[src/rtl/scc_slot_interface.sv]
// scc_slot_interface: MSX cartridge-slot front end for the SCC sound core.
// Synchronises the slot strobes, qualifies memory / I/O cycles, waits a
// settle time and then hands one-cycle rd/wr requests with latched address
// and data to the core. Read data from the core is held for the slot.
module scc_slot_interface #(
  parameter int unsigned SYNC_STAGES  = 2,
  parameter int unsigned SAMPLE_DELAY = 2,
  parameter int unsigned ADDR_W       = 15,
  parameter bit          IO_ENABLE    = 1'b0,
  parameter logic [7:0]  IO_PORT      = 8'hA0,
  parameter logic [7:0]  IO_MASK      = 8'hFE
) (
  input  logic              clk,
  input  logic              slot_nreset,
  input  logic [ADDR_W-1:0] slot_a,
  input  logic [7:0]        slot_d_in,
  output logic [7:0]        slot_d_out,
  output logic              slot_d_oe,
  input  logic              slot_nsltsl,
  input  logic              slot_nmerq,
  input  logic              slot_niorq,
  input  logic              slot_nrd,
  input  logic              slot_nwr,
  output logic              mem_ncs,
  output logic              core_wrreq,
  output logic              core_rdreq,
  output logic              core_io,
  output logic [ADDR_W-1:0] core_a,
  output logic [7:0]        core_d,
  input  logic [7:0]        core_q,
  input  logic              core_q_valid,
  input  logic              core_claim,
  output logic              busy
);

  typedef enum logic [1:0] {IDLE, SETTLE, ISSUE, HOLD} state_t;

  localparam logic [3:0] SETTLE_LOAD = 4'(SAMPLE_DELAY);

  logic [SYNC_STAGES-1:0] nrd_sync;
  logic [SYNC_STAGES-1:0] nwr_sync;
  logic [SYNC_STAGES-1:0] niorq_sync;
  logic                   nrd_s;
  logic                   nwr_s;
  logic                   niorq_s;
  logic                   nrd_s_d;
  logic                   nwr_s_d;

  logic                   port_match;
  logic                   mem_cyc;
  logic                   io_cyc;
  logic                   rd_fall;
  logic                   wr_fall;
  logic                   both_low;
  logic                   start;
  logic                   act_high;
  logic                   issue_now;
  logic                   issue_write;

  state_t                 state;
  logic [3:0]             settle_cnt;
  logic                   is_write;
  logic                   rd_valid;

  assign nrd_s   = nrd_sync[SYNC_STAGES-1];
  assign nwr_s   = nwr_sync[SYNC_STAGES-1];
  assign niorq_s = niorq_sync[SYNC_STAGES-1];

  // Strobe synchronisers plus one extra stage for edge detection.
  always_ff @(posedge clk or negedge slot_nreset) begin
    if (!slot_nreset) begin
      nrd_sync   <= '1;
      nwr_sync   <= '1;
      niorq_sync <= '1;
      nrd_s_d    <= 1'b1;
      nwr_s_d    <= 1'b1;
    end else begin
      nrd_sync   <= {nrd_sync[SYNC_STAGES-2:0], slot_nrd};
      nwr_sync   <= {nwr_sync[SYNC_STAGES-2:0], slot_nwr};
      niorq_sync <= {niorq_sync[SYNC_STAGES-2:0], slot_niorq};
      nrd_s_d    <= nrd_s;
      nwr_s_d    <= nwr_s;
    end
  end

  // Cycle qualification, strobe edges and the decision to issue this edge.
  always_comb begin
    port_match  = ((slot_a[7:0] ^ IO_PORT) & IO_MASK) == 8'h00;
    mem_cyc     = ~slot_nsltsl & ~slot_nmerq;
    io_cyc      = IO_ENABLE & ~niorq_s & port_match;
    rd_fall     = nrd_s_d & ~nrd_s;
    wr_fall     = nwr_s_d & ~nwr_s;
    both_low    = ~nrd_s & ~nwr_s;
    start       = (rd_fall | wr_fall) & ~both_low & (mem_cyc | io_cyc);
    act_high    = is_write ? nwr_s : nrd_s;
    issue_now   = 1'b0;
    issue_write = is_write;
    // Requests are registered on entry to ISSUE, so the issue decision is
    // taken one count early (count 1 in SETTLE, or straight from IDLE when
    // there is no settle time) to keep latency at SYNC_STAGES+SAMPLE_DELAY.
    case (state)
      IDLE: begin
        issue_now   = start && (SAMPLE_DELAY == 0);
        issue_write = wr_fall;
      end
      SETTLE: issue_now = ~act_high && (settle_cnt <= 4'd1);
      default: ;
    endcase
  end

  // Main sequencer: settle, issue one request, hold until the strobe ends.
  always_ff @(posedge clk or negedge slot_nreset) begin
    if (!slot_nreset) begin
      state      <= IDLE;
      settle_cnt <= '0;
      is_write   <= 1'b0;
      rd_valid   <= 1'b0;
      core_wrreq <= 1'b0;
      core_rdreq <= 1'b0;
      core_io    <= 1'b0;
      core_a     <= '0;
      core_d     <= '0;
      slot_d_out <= '0;
    end else begin
      core_wrreq <= 1'b0;
      core_rdreq <= 1'b0;
      case (state)
        IDLE: begin
          if (start) begin
            is_write   <= wr_fall;
            settle_cnt <= SETTLE_LOAD;
            state      <= SETTLE;
          end
        end
        SETTLE: begin
          if (act_high) begin
            state <= IDLE;
          end else begin
            settle_cnt <= settle_cnt - 4'd1;
          end
        end
        ISSUE: state <= HOLD;
        HOLD: begin
          if (!is_write && core_q_valid && !rd_valid) begin
            rd_valid   <= 1'b1;
            slot_d_out <= core_q;
          end
          if (act_high) begin
            state <= IDLE;
          end
        end
        default: state <= IDLE;
      endcase
      if (issue_now) begin
        state      <= ISSUE;
        is_write   <= issue_write;
        core_wrreq <= issue_write;
        core_rdreq <= ~issue_write;
        core_a     <= slot_a;
        core_d     <= slot_d_in;
        core_io    <= io_cyc;
        rd_valid   <= 1'b0;
      end
    end
  end

  assign busy      = (state != IDLE);
  assign slot_d_oe = ~is_write & (state == HOLD) & rd_valid & core_claim &
                     ~slot_nrd & (mem_cyc | io_cyc);
  assign mem_ncs   = slot_nsltsl | slot_nmerq | core_claim;

endmodule

[config.mk]
export PLATFORM = sky130hd
export DESIGN_NAME = scc_slot_interface
export DESIGN_NICKNAME = d
export VERILOG_FILES = /design/src/rtl/scc_slot_interface.sv
export SDC_FILE = /design/constraint.sdc
export NUM_CORES = 1
export LEC_CHECK = 0
export ABC_AREA = 1
export BUFFER_PORTS_ARGS = -buffer_cell sky130_fd_sc_hd__buf_2
export CAP_MARGIN = 5
export CORE_ASPECT_RATIO = 1.75
export CORE_MARGIN = 4
export CORE_UTILIZATION = 50
export CTS_BUF_LIST = sky130_fd_sc_hd__clkbuf_4 sky130_fd_sc_hd__clkbuf_8
export CTS_CLUSTER_DIAMETER = 50
export CTS_CLUSTER_SIZE = 30
export DETAILED_ROUTE_END_ITERATION = 7
export GPL_ROUTABILITY_DRIVEN = 0
export PLACE_DENSITY = 0.81
export SETUP_SLACK_MARGIN = 0.4
export SYNTH_ARGS = -nofsm -noshare
export SYNTH_HDL_FRONTEND = slang
export SYNTH_SLANG_ARGS = --single-unit
[constraint.sdc]
create_clock -name clk -period 1.9 [get_ports clk]
set_input_delay 0.285 -clock clk [delete_from_list [all_inputs] [get_ports clk]]
set_output_delay 0.285 -clock clk [all_outputs]
set_load 0.1 [all_outputs]
======== Yosys cells after proc, flatten, opt, wreduce, memory -nomap -nowiden ========
Cells that the tools add are included.
storage, ports and cells
  flip-flop bits (word level) ............. 47
  bits of input ports ..................... 40
  output and inout bits ................... 37
  logic and storage cells ................. 81
operators by class
  add/sub/neg operators ................... 1
  $lt $le $gt $ge ......................... 1
  eq/ne operators ......................... 7
  muxes and demuxes ....................... 18
  bitwise operators ....................... 23
  reductions and logical operators ........ 18
operators with widths
  kind                                                                               count
  2-bit nonzero test                                                                 6
  1-bit bitwise AND                                                                  11
  1-bit two-way mux                                                                  11
  1-bit NOT                                                                          9
  4-bit two-way mux                                                                  2
  4-bit one-hot mux with 2 select lines                                              1
  2-bit AND reduction                                                                4
  2-bit two-way mux                                                                  3
  2-bit one-hot mux with 3 select lines                                              1
  2-bit equality test (second input constant)                                        2
  4-bit by 1-bit less-or-equal comparator with 1-bit output (second input constant)  1
  2-bit != test (second input constant)                                              2
  4-bit by 1-bit subtractor with 4-bit output (second input constant)                1
  1-bit logical AND                                                                  3
  3-bit by 1-bit != test with 1-bit output (second input constant)                   1
  3-bit != test (second input constant)                                              1
  1-bit OR                                                                           3
  3-bit AND reduction                                                                1
  2-bit by 1-bit equality test with 1-bit output (second input constant)             1
  1-bit logical NOT                                                                  2
  2-bit logical NOT                                                                  1
  2-bit OR reduction                                                                 1

======== Logic depth before layout (Yosys ltp) ========
  word-level depth ........................ 8
  gate-level depth with buffers ........... 8
  depth with buffers taken out ............ 7

======== Worst setup path before layout ========
No wires, ideal clock.
  path kind ............................... reg-to-output
  start ................................... reg is_write
  end ..................................... out slot_d_oe
  data arrival time ....................... 1405 ps
  data required time ...................... 1615 ps
  setup slack ............................. 210 ps
  stages on the path, launching flop included .. 3
  cell sequence ........................... dfrtp_1 nor3_2 and3_1
between the ends
  word-level cells in the longest chain between the ends .. 6
RTL lines
  what                             line  RTL
  start, declared                  62    logic is_write;
  start signal, assigned           130   is_write <= wr_fall;
  start signal, assigned           156   is_write <= issue_write;
  1-bit NOT                        168   assign slot_d_oe = ~is_write & (state == HOLD) & rd_valid & core_claim &
  1-bit bitwise AND (4 in series)  168
  1-bit bitwise AND                169   ~slot_nrd & (mem_cyc | io_cyc);
  end, declared                    18    output logic slot_d_oe,
No other way between the ends.

======== Worst setup path after layout ========
  start ................................... reg state[0]
  end ..................................... out busy
between the ends
  word-level cells in the longest chain between the ends .. 1
RTL lines
  what                    line  RTL
  start, declared         60    state_t state;
  start signal, assigned  114   state <= IDLE;
  start signal, assigned  132   state <= SETTLE;
  start signal, assigned  137   state <= IDLE;
  2-bit nonzero test      167   assign busy = (state != IDLE);
  end, declared           33    output logic busy
No other way between the ends.

==> flow_summary.yaml <==
worst_hold_path:
  whs_endpoint: "nwr_sync[0]"
  hold_depth: 1
  path_type_of_the_worst_min_delay_path: "input pin to flop"
  hold_path.startpoint: "slot_nwr"
grt:
  grt_usage_pct: 19.1
  globalRoute.totalOverflow: 0
  grt_pass1_wl_um: 7740
  grt_start_max_net_pins: 26
  number_of_antenna_violations_at_the_first_check_in_global_routing: 0
  grt_pass1_vias: 1760
clocking:
  cts_tree: "built"
  clkSlewWorstSetupHoldPaths_ns: 0.09
  cts.sinks: 47
  cts_buffer_depth: 2
  cts_buffers: 5
  clockRootBuffer: "sky130_fd_sc_hd__clkbuf_8"
  worst_skew_pair.late_latency_ns: 0.30
  htree_levels: 2
yosys:
  synth_seq_cells: 47
  synth.lib_cells_used.distinct: 27
  yosysSeqAreaShare_pct: 58.1
  synth_top_area_share_pct: 50.4
  synth-warning-count: 0
  synth-main-ff-cell: "sky130_fd_sc_hd__dfrtp_1"
  number_of_synthesized_flops_with_an_enable_pin: 0
  synthesis.nets: 261
  avgSynthCellArea_sq_um: 9.30
  synth.largest_area_cell: "sky130_fd_sc_hd__dfrtp_1"
  synth_area_sq_mm: 0.00204
  postSynthCellCount: 219
  async_reset_ff_share_pct: 100
  yosys-top-cells-count: "sky130_fd_sc_hd__nand2_1, sky130_fd_sc_hd__dfrtp_1, sky130_fd_sc_hd__inv_1, sky130_fd_sc_hd__nor2_1, sky130_fd_sc_hd__o21ai_2"
  synthMostInstantiatedCell: "sky130_fd_sc_hd__nand2_1"
  synth_area_leaders: "sky130_fd_sc_hd__dfrtp_1, sky130_fd_sc_hd__nand2_1, sky130_fd_sc_hd__dfstp_2"
setup_path:
  register_to_register_setup_slack_ns: 0.35
  endpoint_kind: "primary output"
  critPathLaunchType: "flop"
  worst_setup_path_category: "flop to primary output"
  r2r-start: "settle_cnt[0]"
  required_ns: 1.62
  r2r-end: "core_a[14]"
  worst_r2r_path_depth: 8
  critical_path_arrival_ns: 1.33
  worst-path-max-fanout: 4
detailed_routing:
  drtAntennaViolNets: 0
  drt_first_pass_iters: 4
  routed_wl_um: 5320
  via_count: 1746
  vias_per_cell: 4.85
  drt-initial-drc-count: 21
  routed_wire_length_per_instance_um: 14.8
  drc: 0
floorplanning:
  top_level_i_o_count: 77
  core_area_sq_mm: 0.00390
  initial_utilization_pct: 52.1
  floorplan.rows: 30
  fp.dieW_um: 56.2
  fp.dieArea_sq_mm: 0.00520
  floorplan.die.height_um: 92.4
final_layout:
  final_layout_size_suffix_gt1_share_pct: 46.2
  finish.net_count: 353
  num_antenna_cells: 0
  area.growth.synth_to_final_pct: 39.4
  final_cell_area_sq_mm: 0.00284
  fin_util_pct: 72.7
placement:
  postPlaceCellArea_sq_mm: 0.00242
  setup_slack_after_placement_ns: 0.259
  port-buffer-count: 74
  detailed_place_hpwl_um: 3240
timing:
  grt_setup_unrepaired: "true"
  tightestPinTransition_ns: 0.538
  finalMaxSlewViolations: 0
  fin_crit_ns: 1.61
  maximum_clock_rate_mhz: 621
  setup_viol_count_final: 0
  hold_viol: 0
  final_min_period_over_clock_period_pct: 84.8
  final.setup_skew_ns: 0.00650
  setup_ws_ns: 0.288
  finalSetupTns_ns: 0
  slew_headroom_pct: 64.1
status:
  run_status: "completed"
job:
  cap_violations: 0
==> worst max path at each step <==
stage / cells past startpoint / from / to
2_1_floorplan: 8 / settle_cnt[0] / core_a[3]
3_3_place_gp: 7 / settle_cnt[0] / is_write
3_5_place_dp: 7 / settle_cnt[0] / is_write
4_1_cts: 4 / state[1] / slot_d_oe
5_1_grt: 3 / state[0] / busy
6_report: 3 / state[0] / busy
==> stage by stage <==
step,hold WS (ns),std cells
floorplan,-0.0106,219
finish,0.0711,360
detailed placement,0.291,337
global placement,0.292,337
global route,0.0560,360
CTS,0.0715,350
==> cells by family (layout without fill, tap and decap cells) <==
family                     after synthesis  count (layout)  synth area share, %
xor gates and xnor gates                 1               1                0.430
and+or+nand+nor                        118             122                 25.9
buffers and inverters                   31             120                 7.74
other                                    1               1                0.184
AOI/OAI and AO/OA                       19              19                 6.39
adders and majority gates                2               2                 1.23
DFF                                     47              47                 58.1
==> layout make-up <==
type / instances / area [sq um]
repair buffers: 87 / 551
clock buffers: 8 / 104
flip-flops and latches: 47 / 1180
multi-input cells: 145 / 842
well taps: 48 / 60.1
fillers: 299 / 1070
inverters: 25 / 96.3
==> routing by layer <==
layer	up-vias	wire [um]	global-route usage (%)
met2	55	2950	34.9
li1	854	-	-
met4	0	256	10.3
met1	820	1820	19.2
met3	17	293	5.02
met5	-	0	0
==> sequential cells by signal, summed over array words and instances, names as in the netlist <==
| register | count |
|---|---|
| core_wrreq | 1 |
| nrd_s_d | 1 |
| core_a | 15 |
| state | 2 |
| nwr_s_d | 1 |
| settle_cnt | 4 |
| core_rdreq | 1 |
| is_write | 1 |
| nwr_sync | 2 |
| rd_valid | 1 |
| core_d | 8 |
| nrd_sync | 2 |
| slot_d_out | 8 |
==> what timing repair did <==
action / 4_1_cts / 5_1_grt
hold endpoints to repair: 17 / 0
resized for setup: 11 / 23
buffers inserted: 3 / 6
cloned: 1 / 4
pin swaps: 3 / 6
endpoints found under the setup margin: 30 / 34
hold buffers: 1 / 0
==> layout by cell type, fill, tap and decap left out, types with 2 or more instances in the layout <==
| master | Yosys | final |
|---|---|---|
| sky130_fd_sc_hd__inv_2 | 3 | 4 |
| sky130_fd_sc_hd__nand3_1 | 5 | 5 |
| sky130_fd_sc_hd__a21oi_1 | 5 | 5 |
| sky130_fd_sc_hd__buf_6 | 5 | 2 |
| sky130_fd_sc_hd__nor2_4 | 2 | 5 |
| sky130_fd_sc_hd__nand3_4 | 1 | 2 |
| sky130_fd_sc_hd__nor2_1 | 11 | 9 |
| sky130_fd_sc_hd__nand2_1 | 89 | 80 |
| sky130_fd_sc_hd__clkbuf_8 | 0 | 7 |
| sky130_fd_sc_hd__dfrtp_1 | 41 | 40 |
| sky130_fd_sc_hd__buf_2 | 0 | 72 |
| sky130_fd_sc_hd__o21ai_2 | 9 | 8 |
| sky130_fd_sc_hd__buf_4 | 1 | 7 |
| sky130_fd_sc_hd__inv_1 | 22 | 20 |
| sky130_fd_sc_hd__o21ai_0 | 3 | 3 |
| sky130_fd_sc_hd__buf_12 | 0 | 4 |
| sky130_fd_sc_hd__nor2_2 | 1 | 2 |
| sky130_fd_sc_hd__nand2_4 | 1 | 3 |
| sky130_fd_sc_hd__ha_4 | 0 | 2 |
| sky130_fd_sc_hd__nand2_2 | 2 | 10 |
| sky130_fd_sc_hd__dfstp_2 | 6 | 6 |
==> worst max-delay path, cell delays in order (launching register included) <==
cell and delay [ns]:
sky130_fd_sc_hd__dfrtp_1 0.41, sky130_fd_sc_hd__nor2_1 0.26, sky130_fd_sc_hd__inv_1 0.10, sky130_fd_sc_hd__buf_4 0.25
Power is not shown: default switching activity piles up to over one toggle a cycle in this logic, so the estimate is an artifact.
